$ cat src/rtl/instr_fetch.sv
// instr_fetch -- fetch stage feeding the execute stage.
//
// Holds the PC and issues single-word reads to instruction memory. At most
// one read is outstanding at a time. Returned words are buffered, together
// with their addresses, in a 2-entry FIFO and are presented to execute over
// a valid/ready handshake. A redirect flushes the FIFO and restarts fetching
// at redirect_pc. A response that was already in flight when the redirect
// happened is dropped. halt only stops new requests. The outstanding response
// still lands in the FIFO, and the FIFO keeps draining.
//
// Ports
//   clk, rst_n      rising-edge clock, asynchronous active-low reset
//   halt            1 = issue no new memory requests
//   redirect        1-cycle pulse: flush and restart at redirect_pc
//   redirect_pc     new fetch address
//   mem_req         1-cycle read request pulse (registered)
//   mem_addr        word address, valid with mem_req
//   mem_rsp_valid   read data valid, at least 1 cycle after mem_req
//   mem_rsp_data    returned instruction word
//   instr_valid     FIFO head holds an instruction
//   instr_ready     execute accepts the head this cycle
//   instruction     FIFO head instruction
//   instr_pc        address of the head instruction
module instr_fetch #(
  parameter int unsigned       ADDR_W   = 16,
  parameter int unsigned       DATA_W   = 32,
  parameter logic [ADDR_W-1:0] RESET_PC = '0
) (
  input  logic              clk,
  input  logic              rst_n,
  input  logic              halt,
  input  logic              redirect,
  input  logic [ADDR_W-1:0] redirect_pc,
  output logic              mem_req,
  output logic [ADDR_W-1:0] mem_addr,
  input  logic              mem_rsp_valid,
  input  logic [DATA_W-1:0] mem_rsp_data,
  output logic              instr_valid,
  input  logic              instr_ready,
  output logic [DATA_W-1:0] instruction,
  output logic [ADDR_W-1:0] instr_pc
);

  typedef enum logic [1:0] {
    ST_IDLE,
    ST_WAIT,
    ST_DISCARD
  } state_t;

  state_t            state;
  state_t            state_nxt;
  logic [ADDR_W-1:0] pc;

  logic [DATA_W-1:0] fifo_data [2];
  logic [ADDR_W-1:0] fifo_pc   [2];
  logic              rd_ptr;
  logic              wr_ptr;
  logic [1:0]        count;
  logic [1:0]        count_after;

  logic              pop;
  logic              rsp_live;
  logic              push;
  logic              issue;

  assign instr_valid = (count != 2'd0);
  assign instruction = fifo_data[rd_ptr];
  assign instr_pc    = fifo_pc[rd_ptr];

  assign pop      = instr_valid & instr_ready;
  assign rsp_live = (state == ST_WAIT) & mem_rsp_valid;
  assign push     = rsp_live & ~redirect;

  // Occupancy once this cycle's push/pop settle. A new request is issued only
  // if its own response is guaranteed a free slot, even if nothing pops.
  assign count_after = count + {1'b0, push} - {1'b0, pop};

  assign issue = ((state == ST_IDLE) | rsp_live) & ~halt & ~redirect &
                 (count_after <= 2'd1);

  always_comb begin
    state_nxt = state;
    if (redirect) begin
      // A read still in flight must be swallowed when it returns.
      if ((state != ST_IDLE) && !mem_rsp_valid)
        state_nxt = ST_DISCARD;
      else
        state_nxt = ST_IDLE;
    end else begin
      unique case (state)
        ST_IDLE:    if (issue) state_nxt = ST_WAIT;
        ST_WAIT:    if (mem_rsp_valid) state_nxt = issue ? ST_WAIT : ST_IDLE;
        ST_DISCARD: if (mem_rsp_valid) state_nxt = ST_IDLE;
        default:    state_nxt = ST_IDLE;
      endcase
    end
  end

  always_ff @(posedge clk or negedge rst_n) begin
    if (!rst_n) begin
      state        <= ST_IDLE;
      pc           <= RESET_PC;
      mem_req      <= 1'b0;
      mem_addr     <= '0;
      rd_ptr       <= 1'b0;
      wr_ptr       <= 1'b0;
      count        <= 2'd0;
      fifo_data[0] <= '0;
      fifo_data[1] <= '0;
      fifo_pc[0]   <= '0;
      fifo_pc[1]   <= '0;
    end else begin
      state   <= state_nxt;
      mem_req <= issue;

      if (redirect) begin
        pc     <= redirect_pc;
        rd_ptr <= 1'b0;
        wr_ptr <= 1'b0;
        count  <= 2'd0;
      end else begin
        if (issue) begin
          // mem_addr holds the outstanding address until the next issue,
          // so it doubles as the tag for the returning word.
          mem_addr <= pc;
          pc       <= pc + ADDR_W'(1);
        end
        if (pop)
          rd_ptr <= ~rd_ptr;
        if (push) begin
          fifo_data[wr_ptr] <= mem_rsp_data;
          fifo_pc[wr_ptr]   <= mem_addr;
          wr_ptr            <= ~wr_ptr;
        end
        count <= count_after;
      end
    end
  end

endmodule

$ cat config.mk
export PLATFORM = sky130hd
export DESIGN_NAME = instr_fetch
export DESIGN_NICKNAME = d
export VERILOG_FILES = /design/src/rtl/instr_fetch.sv
export SDC_FILE = /design/constraint.sdc
export NUM_CORES = 1
export LEC_CHECK = 0
export CAP_MARGIN = 10
export CORE_MARGIN = 2
export CORE_UTILIZATION = 46
export DETAILED_ROUTE_END_ITERATION = 16
export PLACE_DENSITY = 0.83
export SLEW_MARGIN = 15
export SYNTH_ARGS = -nofsm -noshare
export SYNTH_HDL_FRONTEND = slang
export SYNTH_SLANG_ARGS = --single-unit
export TNS_END_PERCENT = 30
$ cat constraint.sdc
create_clock -name clk -period 2.47 [get_ports clk]
set_input_delay 0.247 -clock clk [delete_from_list [all_inputs] [get_ports clk]]
set_output_delay 0.247 -clock clk [all_outputs]
set_load 0.1 [all_outputs]
==> out/results.tsv <==
metric	value	unit
Crit-path slowest cell	or4_1	
port buffer count	119	
gr busiest metal	met2	
clock sinks	135	
vias per inst	5.37	
H-tree depth	4	
cell area after placement	0.00731	sq mm
critical hold path startpoint	redirect_pc[3]	
Rel. slew slack	54.3	%
Chip Width	118	um
grt ovf	0	
Root Driver	clkbuf_16	
initial antenna violation count	0	
Yosys top cell by area	dfrtp_1	
Hold Path Stages	3	
worst r2r src	count[0]$_DFF_PN0_	
Reg area	0.00338	sq mm
Bufs on Longest Clock Path	2	
RePlAce Congestion	0.920	
Multi-input gate area	0.00249	sq mm
antenna-violating nets left	0	
gr usage total	20.4	%
Hold WC Path Type	input pin to flip-flop	
measured slew at the worst slew-check pin	0.686	ns
final setup violation count	0	
RR Endpoint	pc[10]$_DFFE_PN0P_	
GR Util met3	4.70	%
Hold Crit Endpoint	pc[3]$_DFFE_PN0P_	
largest net degree at the start of global routing	75	
min Tclk post-route	2.45	ns
Die ar.	0.0138	sq mm
Critical Path Sink Type	flip-flop	
status	finished, final reports clean	
Post-synth EDFFs	0	
Synth area leaders	dfrtp_1 (57%), mux2_2 (20%), mux2_1 (7.6%)	
IO Count	120	
fill count	970	
crit path kind	flip-flop to flip-flop	
top-count cell post-synth	dfrtp_1	
Starting Density	47.0	%
routing usage on met2	35.1	%
Reg clk slew, reported paths	0.06	ns
Synth Register Bits	135	
final net count	643	
crit-path cells	or2_4 -> and2_4 -> ha_4 -> inv_2 -> ha_2 -> xnor3_2 -> nand3b_1 -> or4_1 -> a31o_1	
Max Slew Vio Count	0	
Syn Inst Count	449	
number of global-route vias before repair	4388	
critical path's largest stage delay	0.44	ns
crit start category	flip-flop	
area delta synth->final	34.9	%
fin crit share	99.2	%
Final Hold Viols	0	
TritonCTS clock tree	done	
syn avg cell area	13.2	sq um
antenna cells	0	
r2r worst-path depth	9	
post-synth cell types	44	
post-synth top area share	57.0	%
reg-to-reg slack, setup	0.02	ns
ys async rst share	100	%
crit-path max FO	4	
Final Cell Area	0.00800	sq mm
Initial DRC Count	321	
Clock Skews	0.00901	ns
vias post-DR	4139	
Commonest cells post-synth	dfrtp_1 (135), mux2_2 (104), nand2_1 (63)	
CTS buffer count	17	
core area	0.0126	sq mm
M1 GR Usage	25.6	%
FMAX	0.408	GHz
die height	118	um
setup_tns	0	ns
Crit path arrival time	2.75	ns
layout cells sized above 1	39.2	%
DRC	0	
post-synthesis cell area	0.00593	sq mm
# rows	41	
register area share after synthesis	57.0	%
first-pass GRT wire length	22500	um
Main synth FF type	dfrtp_1	
Skew-Pair Late Insertion Delay	0.41	ns
Syn Nets	506	
RSZ-0062 raised after global routing	yes	
Ys Warns	0	
Total Wirelength	13400	um
wire per inst	17.4	um
Worst EP required	2.77	ns
first-pass iteration count of the detailed router	5	
Max-cap violations	0	
HPWL after detailed placement	9050	um
## per-stage QoR
| stage | hold slack, ns | cells | worst slack [ns] | util [%] |
|---|---|---|---|---|
| detailed placement | 0.320 | 736 | -0.216 | 58.0 |
| floorplan | -0.0486 | 449 | -0.0259 | - |
| finish | 0.425 | 771 | 0.0199 | 63.4 |
| global route | 0.437 | 771 | -0.0682 | 63.4 |
| CTS | 0.410 | 769 | 0.0328 | 63.1 |
| global placement | 0.301 | 736 | -0.170 | 58.0 |
## cells in the final DEF (no fill, tap or decap), types with 2 or more instances in the layout
cell and count:
a31oi_1 3, and3_1 3, and4_1 2, buf_12 5, buf_4 81, bufinv_16 5, clkbuf_16 17, clkdlybuf4s50_1 52
clkinv_2 4, clkinv_4 2, clkinvlp_4 2, dfrtp_1 134, inv_1 2, inv_2 2, mux2_1 40, mux2_2 104
nand2_1 63, nand3_1 5, nand4_1 7, nor2_1 8, o211ai_1 5, o21ai_0 6, o311ai_1 7, or3_1 3
or4_1 3, xnor2_1 2, xor2_1 2
## flip-flops by register name (all words and copies together), names as in the netlist
name and flops:
mem_addr 16, mem_req 1, fifo_pc 32, count 2, rd_ptr 1, pc 16
fifo_data 64, state 2, wr_ptr 1
## worst max path at each step
| stage | startpoint | slack (ns) | cells past startpoint | to |
|---|---|---|---|---|
| after floorplan | count[0]$_DFF_PN0_ | -0.03 | 9 | pc[10]$_DFFE_PN0P_ |
| after global placement | redirect | -0.17 | 10 | pc[10]$_DFFE_PN0P_ |
| after detailed placement | redirect | -0.22 | 10 | pc[10]$_DFFE_PN0P_ |
| after CTS | count[0]$_DFF_PN0_ | 0.03 | 9 | pc[10]$_DFFE_PN0P_ |
| after global routing | count[0]$_DFF_PN0_ | -0.07 | 9 | pc[10]$_DFFE_PN0P_ |
| final | count[0]$_DFF_PN0_ | 0.02 | 9 | pc[10]$_DFFE_PN0P_ |
## logic make-up (layout without fill, tap and decap cells)
family | count (synthesis) | after routing | synth area share (%)
xor gates and xnor gates | 5 | 5 | 0.992
buffers and inverters | 26 | 176 | 1.94
and+or+nand+nor | 104 | 104 | 8.12
adders and majority gates | 3 | 3 | 0.633
AOI/OAI and AO/OA | 31 | 31 | 3.84
muxes | 145 | 145 | 27.5
DFF | 135 | 135 | 57.0
## routing by layer
metal	up-vias	wire, um
li1	1888	-
met1	2091	5720
met2	140	6950
met3	20	553
met4	0	199
met5	-	0
## worst max-delay path, delay by kind of cell (launching register included)
family,cells,cell delay (ns)
adders and majority gates,2,0.41
AOI/OAI and AO/OA,1,0.22
buffers and inverters,1,0.03
and+or+nand+nor,4,1.01
xor gates and xnor gates,1,0.29
DFF,1,0.38
## what timing repair did
item / 4_1_cts / 5_1_grt
setup endpoints to repair: 0 / 5
buffers inserted: 0 / 2
gates resized for setup: 0 / 3
endpoints found under the hold margin: 72 / 0
hold buffers: 1 / 0
## final cells by class
| cell class | count | share of cell area, % |
|---|---|---|
| clock buffers | 19 | 5.54 |
| clock inverters | 13 | 2.53 |
| inverters | 4 | 0.188 |
| multi-input cells | 288 | 31.2 |
| flip-flops and latches | 135 | 42.3 |
| well taps | 172 | 2.69 |
| repair buffers | 140 | 15.6 |
Power is not shown: default switching activity piles up to over one toggle a cycle in this logic, so the estimate is an artifact.
